## src/rtl/cpu_control_sequencer_pkg.sv

```systemverilog
// Shared definitions for the multi-cycle control sequencer: state encoding,
// opcode values, opcode-class groups and instruction field extractors.
package cpu_control_sequencer_pkg;

   typedef enum logic [2:0] {
      ST_FETCH  = 3'd0,
      ST_DECODE = 3'd1,
      ST_EXEC   = 3'd2,
      ST_MEM    = 3'd3,
      ST_HALT   = 3'd4
   } state_t;

   typedef enum logic [2:0] {
      CL_ALU,
      CL_IMM,
      CL_LD,
      CL_ST,
      CL_BRZ,
      CL_JMP,
      CL_HALT,
      CL_ILLEGAL
   } op_class_t;

   localparam logic [6:0] OP_LD   = 7'b0010000;
   localparam logic [6:0] OP_ST   = 7'b0100000;
   localparam logic [6:0] OP_BRZ  = 7'b1100000;
   localparam logic [6:0] OP_JMP  = 7'b1110000;
   localparam logic [6:0] OP_HALT = 7'b1111111;

   localparam logic [1:0] GRP_ALU = 2'b00;
   localparam logic [1:0] GRP_IMM = 2'b10;

   function automatic logic [6:0] op_field(input logic [15:0] ir);
      return ir[15:9];
   endfunction

   function automatic logic [2:0] dr_field(input logic [15:0] ir);
      return ir[8:6];
   endfunction

   function automatic logic [2:0] sa_field(input logic [15:0] ir);
      return ir[5:3];
   endfunction

   function automatic logic [2:0] sb_field(input logic [15:0] ir);
      return ir[2:0];
   endfunction

endpackage

```

## src/rtl/cpu_instr_decoder.sv

```systemverilog
// Combinational instruction decode: opcode class, ALU function, zero-extended
// immediate and sign-extended 6-bit branch offset.
module cpu_instr_decoder
   import cpu_control_sequencer_pkg::*;
#(
   parameter int PC_W   = 8,
   parameter int DATA_W = 16
) (
   input  logic [15:0]             ir,
   output op_class_t               op_class,
   output logic [4:0]              fs,
   output logic [DATA_W-1:0]       imm,
   output logic signed [PC_W-1:0]  br_off
);

   logic [6:0]        op;
   logic signed [5:0] off6;

   assign op   = op_field(ir);
   assign fs   = op[4:0];
   assign imm  = {{(DATA_W-3){1'b0}}, sb_field(ir)};
   assign off6 = {dr_field(ir), sb_field(ir)};
   assign br_off = {{(PC_W-6){off6[5]}}, off6};

   // Exact opcodes take priority over the ALU/IMM groups they fall inside.
   always_comb begin
      op_class = CL_ILLEGAL;
      if (op == OP_LD)
         op_class = CL_LD;
      else if (op == OP_ST)
         op_class = CL_ST;
      else if (op == OP_BRZ)
         op_class = CL_BRZ;
      else if (op == OP_JMP)
         op_class = CL_JMP;
      else if (op == OP_HALT)
         op_class = CL_HALT;
      else if (op[6:5] == GRP_ALU)
         op_class = CL_ALU;
      else if (op[6:5] == GRP_IMM)
         op_class = CL_IMM;
   end

endmodule

```

## src/rtl/cpu_control_sequencer.sv

```systemverilog
// Multi-cycle control FSM: owns PC and IR, sequences FETCH/DECODE/EXEC/MEM/HALT
// and drives register-file, ALU and memory-handshake controls.
module cpu_control_sequencer
   import cpu_control_sequencer_pkg::*;
#(
   parameter int              PC_W     = 8,
   parameter int              DATA_W   = 16,
   parameter logic [PC_W-1:0] RESET_PC = '0
) (
   input  logic              clk,
   input  logic              reset,
   output logic [PC_W-1:0]   imem_addr,
   output logic              imem_req,
   input  logic              imem_ready,
   input  logic [15:0]       instr,
   input  logic              zero_flag,
   input  logic [DATA_W-1:0] a_data,
   output logic [2:0]        AA,
   output logic [2:0]        BB,
   output logic [2:0]        DA,
   output logic              RW,
   output logic              MB,
   output logic              MD,
   output logic [4:0]        FS,
   output logic              dmem_req,
   output logic              MW,
   input  logic              dmem_ack,
   output logic [DATA_W-1:0] imm,
   output logic              halted,
   output logic              illegal_op
);

   state_t                  state;
   logic [PC_W-1:0]         pc;
   logic [15:0]             ir;
   op_class_t               op_class;
   logic [4:0]              dec_fs;
   logic [DATA_W-1:0]       dec_imm;
   logic signed [PC_W-1:0]  br_off;
   logic [PC_W-1:0]         pc_inc;
   logic                    unused_a_data;

   assign pc_inc        = pc + PC_W'(1);
   assign unused_a_data = ^a_data[DATA_W-1:PC_W];

   cpu_instr_decoder #(
      .PC_W   (PC_W),
      .DATA_W (DATA_W)
   ) u_decoder (
      .ir       (ir),
      .op_class (op_class),
      .fs       (dec_fs),
      .imm      (dec_imm),
      .br_off   (br_off)
   );

   always_ff @(posedge clk) begin
      if (reset) begin
         state <= ST_FETCH;
         pc    <= RESET_PC;
         ir    <= '0;
      end else begin
         case (state)
            ST_FETCH: begin
               if (imem_ready) begin
                  ir    <= instr;
                  state <= ST_DECODE;
               end
            end
            ST_DECODE: state <= ST_EXEC;
            ST_EXEC: begin
               case (op_class)
                  CL_LD, CL_ST: state <= ST_MEM;
                  CL_BRZ: begin
                     pc    <= zero_flag ? pc + $unsigned(br_off) : pc_inc;
                     state <= ST_FETCH;
                  end
                  CL_JMP: begin
                     pc    <= a_data[PC_W-1:0];
                     state <= ST_FETCH;
                  end
                  CL_HALT: state <= ST_HALT;
                  default: begin
                     pc    <= pc_inc;
                     state <= ST_FETCH;
                  end
               endcase
            end
            ST_MEM: begin
               if (dmem_ack) begin
                  pc    <= pc_inc;
                  state <= ST_FETCH;
               end
            end
            ST_HALT: state <= ST_HALT;
            default: state <= ST_FETCH;
         endcase
      end
   end

   // Outputs are gated by reset so requests and writes drop in the reset cycle itself.
   always_comb begin
      imem_addr  = pc;
      imem_req   = 1'b0;
      AA         = '0;
      BB         = '0;
      DA         = '0;
      RW         = 1'b0;
      MB         = 1'b0;
      MD         = 1'b0;
      FS         = '0;
      dmem_req   = 1'b0;
      MW         = 1'b0;
      imm        = '0;
      halted     = 1'b0;
      illegal_op = 1'b0;
      if (reset) begin
         imem_addr = RESET_PC;
      end else begin
         if (state inside {ST_DECODE, ST_EXEC, ST_MEM}) begin
            AA  = sa_field(ir);
            BB  = sb_field(ir);
            DA  = dr_field(ir);
            imm = dec_imm;
         end
         case (state)
            ST_FETCH: imem_req = 1'b1;
            ST_EXEC: begin
               case (op_class)
                  CL_ALU: begin
                     FS = dec_fs;
                     RW = 1'b1;
                  end
                  CL_IMM: begin
                     FS = dec_fs;
                     MB = 1'b1;
                     RW = 1'b1;
                  end
                  CL_LD: dmem_req = 1'b1;
                  CL_ST: begin
                     dmem_req = 1'b1;
                     MW       = 1'b1;
                  end
                  CL_ILLEGAL: illegal_op = 1'b1;
                  default: ;
               endcase
            end
            ST_MEM: begin
               dmem_req = 1'b1;
               MW       = (op_class == CL_ST);
               if (dmem_ack && op_class == CL_LD) begin
                  RW = 1'b1;
                  MD = 1'b1;
               end
            end
            ST_HALT: halted = 1'b1;
            default: ;
         endcase
      end
   end

endmodule

```

## config.mk

```make
export PLATFORM = sky130hd
export DESIGN_NAME = cpu_control_sequencer
export DESIGN_NICKNAME = d
export VERILOG_FILES = /design/src/rtl/cpu_control_sequencer_pkg.sv /design/src/rtl/cpu_instr_decoder.sv /design/src/rtl/cpu_control_sequencer.sv
export SDC_FILE = /design/constraint.sdc
export NUM_CORES = 1
export LEC_CHECK = 0
export ABC_AREA = 1
export ABC_CLOCK_PERIOD_IN_PS = 1500
export BUFFER_PORTS_ARGS = -buffer_cell sky130_fd_sc_hd__buf_2
export CORE_UTILIZATION = 46
export CTS_BUF_LIST = sky130_fd_sc_hd__clkbuf_2 sky130_fd_sc_hd__clkbuf_4 sky130_fd_sc_hd__clkbuf_8
export DETAILED_ROUTE_END_ITERATION = 7
export GPL_ROUTABILITY_DRIVEN = 0
export PLACE_DENSITY = 0.78
export SETUP_SLACK_MARGIN = 0.1
export SLEW_MARGIN = 30
export SYNTH_ARGS = -nofsm -noshare
export SYNTH_HDL_FRONTEND = slang
export SYNTH_SLANG_ARGS = --single-unit
export TNS_END_PERCENT = 5
```

## constraint.sdc

```tcl
create_clock -name clk -period 1.5 [get_ports clk]
set_input_delay 0.3 -clock clk [delete_from_list [all_inputs] [get_ports clk]]
set_output_delay 0.3 -clock clk [all_outputs]
set_load 0.01 [all_outputs]
```

==> reports/results.tsv <==
metric	value	unit
fp-row-count	25	
ys_top_cells_by_area	dfxtp_1 24%, nand2_1 12%, inv_1 8.4%, nor2_1 7.2%, a21oi_1 6.7%	
power.leakage	1.584	nW
power.net_switching	0.9413	mW
clk_pin_slew_worst_paths	100	ps
wl	6.345	mm
design_area	3049	um^2
yosys.area.top_type	dfxtp_1	
switching_share	0.3863	
dr.pass1.iters	5	
async_reset_ff_frac	0	
ir_worst_vdd	0.5238	mV
final_cells	519	
synth-edff-count	0	
setup_viol	33	
period_share	1.297	
setup_tns	-6450	ps
yosys_register_bits	27	
start_util	0.4773	
period_minus_slack	1945	ps
drtAntennaViolNets	0	
power_density	799.2	nW/um^2
yosysWarningCount	0	
viasPerCell	5.000	
start_kind	register	
dpl.cell_count	514	
clockPowerShare	0.187	
grt_max_degree	33	
cts_htree_levels	1	
clkLatencyLatePin	280	ps
power_frac_seq	0.365	
num_vias	2595	
crit_path_max_fanout	7	
yosys-top-cells-count	73 x nand2_1, 50 x inv_1, 43 x nor2_1, 30 x a21oi_1	
hold_class	primary input to register	
critical_path_class	register to output port	
fp.coreArea	4692	um^2
status	finished, violations left	
grt_remaining_overflow	0	
seq_area_frac_synth	0.2413	
syn_avg_cell_area	6.170	um^2
num_antenna_cells	0	
syn_inst	363	
yosysTopAreaCellShare	0.2413	
layout_setup_ws	-445.3	ps
ys.flop_type	dfxtp_1	
cts_buffers	3	
drc	0	
end_kind	output port	
layout-drive-gt1-share	0.3613	
port-buffer-count	61	
wl_per_cell	12.23	um
grt_pass1_wl	10.44	mm
grtUsageTotal	0.2555	
max_freq	514.1	MHz
syn_area	2240	um^2
violations	negative setup slack	
clock-sinks	27	
rsz0062_at_grt	yes	
antenna_found_initial	0	
drt_iter0_markers	180	
drv_slew	0	
die_h	71.78	um
place_area	2880	um^2
rrSetupSlack	-180	ps
max_cap_viol_count	0	
crit_required	1200	ps
ios	83	
power_frac_comb	0.448	
cts_max_path_buffers	2	
fin_skew	4.323	ps
cts_tree	built	
dieArea	5152	um^2
clock-root-buffer	clkbuf_8	
intPower	1.496	mW
hold_viol_final	0	
grt_pass1_vias	2355	
nets	512	
chipWidth	71.78	um
ys_types	33	
yosysMostFrequentCell	nand2_1	
dpl.hpwl	4.706	mm
arrival	1650	ps
syn_to_final_growth	36.15	%
[cells in the final DEF (no fill, tap or decap), types with 2 or more instances in the layout]
cell type  instances
nand2_1           71
buf_2             61
buf_4             49
inv_1             47
nor2_1            39
a21oi_1           30
nand3_1           23
o21ai_1           20
dfxtp_1           16
conb_1            13
dfxtp_2           10
nor3_2             8
inv_2              7
o21ai_0            7
ha_1               7
nor3_1             6
nor2_2             5
nor2_4             5
nand2_4            4
nand2_2            4
nand4_1            4
xor2_1             4
o211ai_1           4
clkbuf_8           3
nor3_4             2
nand3b_1           2
xnor2_1            2
[cell families after synthesis]
family                   share of synthesized area
buffers and inverters                       0.1642
AO/OA/AOI/OAI                               0.1469
adder cells (fa/ha/maj)                    0.05363
AND/OR/NAND/NOR                             0.3687
other                                     0.001674
XOR/XNOR                                   0.02346
flip-flops                                  0.2413
[worst max-delay path, stage by stage, from the launching register on]
cell and delay (ps):
dfxtp_2 340, nor2_4 120, nand2_4 100, nor3_4 160
inv_2 70, a21oi_2 170, nand2_2 140, nor2_1 130
buf_2 130
[through the flow]
step	power (mW)	hold WS, ps	worst slack, ps	utilization
floorplan	1.492	430.7	-99.56	-
global route	2.600	279.2	-575.5	0.6499
detailed placement	1.871	443.9	-151.8	0.6139
global placement	1.840	437.7	-121.9	0.6139
finish	2.437	277.4	-445.3	0.6499
CTS	2.400	278.8	-447.4	0.6419
[power groups by stage]
stage / registers, mW / clock network, mW / logic [mW]
floorplan: 0.887 / 0 / 0.605
global placement: 0.883 / 0 / 0.957
finish: 0.890 / 0.456 / 1.09
CTS: 0.886 / 0.459 / 1.05
global route: 0.901 / 0.496 / 1.20
detailed placement: 0.888 / 0 / 0.984
[registers in the layout, summed over array words and instances (netlist names)]
signal / cells
ir: 16
pc: 8
state: 3
[final cells by class]
class	instances	area [um^2]
fill	422	1643
multi-input combinational	268	1471
timing repair buffer	111	693.2
sequential	27	556.8
inverter	55	211.5
tap	54	67.56
clock buffer	4	48.80
[final timing paths]
path                            cells past startpoint  endpoint      from
worst max-delay path                                8     FS[1]    ir[10]
worst min-delay path                                3     ir[7]  instr[7]
worst max register to register                      9     pc[0]    ir[10]
worst min register to register                      2     ir[4]     ir[4]
[what timing repair did]
item                                    CTS  global route
hold buffers                              0             0
pin swaps                                11             1
gates resized for setup                  42            16
buffers inserted                          1             0
endpoints found under the setup margin   52            56
[layer usage]
metal | vias to the layer above | global-route usage | wire length, um
li1 | 1342 | - | -
met1 | 1139 | 0.3515 | 2877
met2 | 105 | 0.4140 | 2991
met3 | 9 | 0.02813 | 382
met4 | 0 | 0.09150 | 93
met5 | - | 0 | 0
No activity file was read; power rests on OpenSTA's default activity.
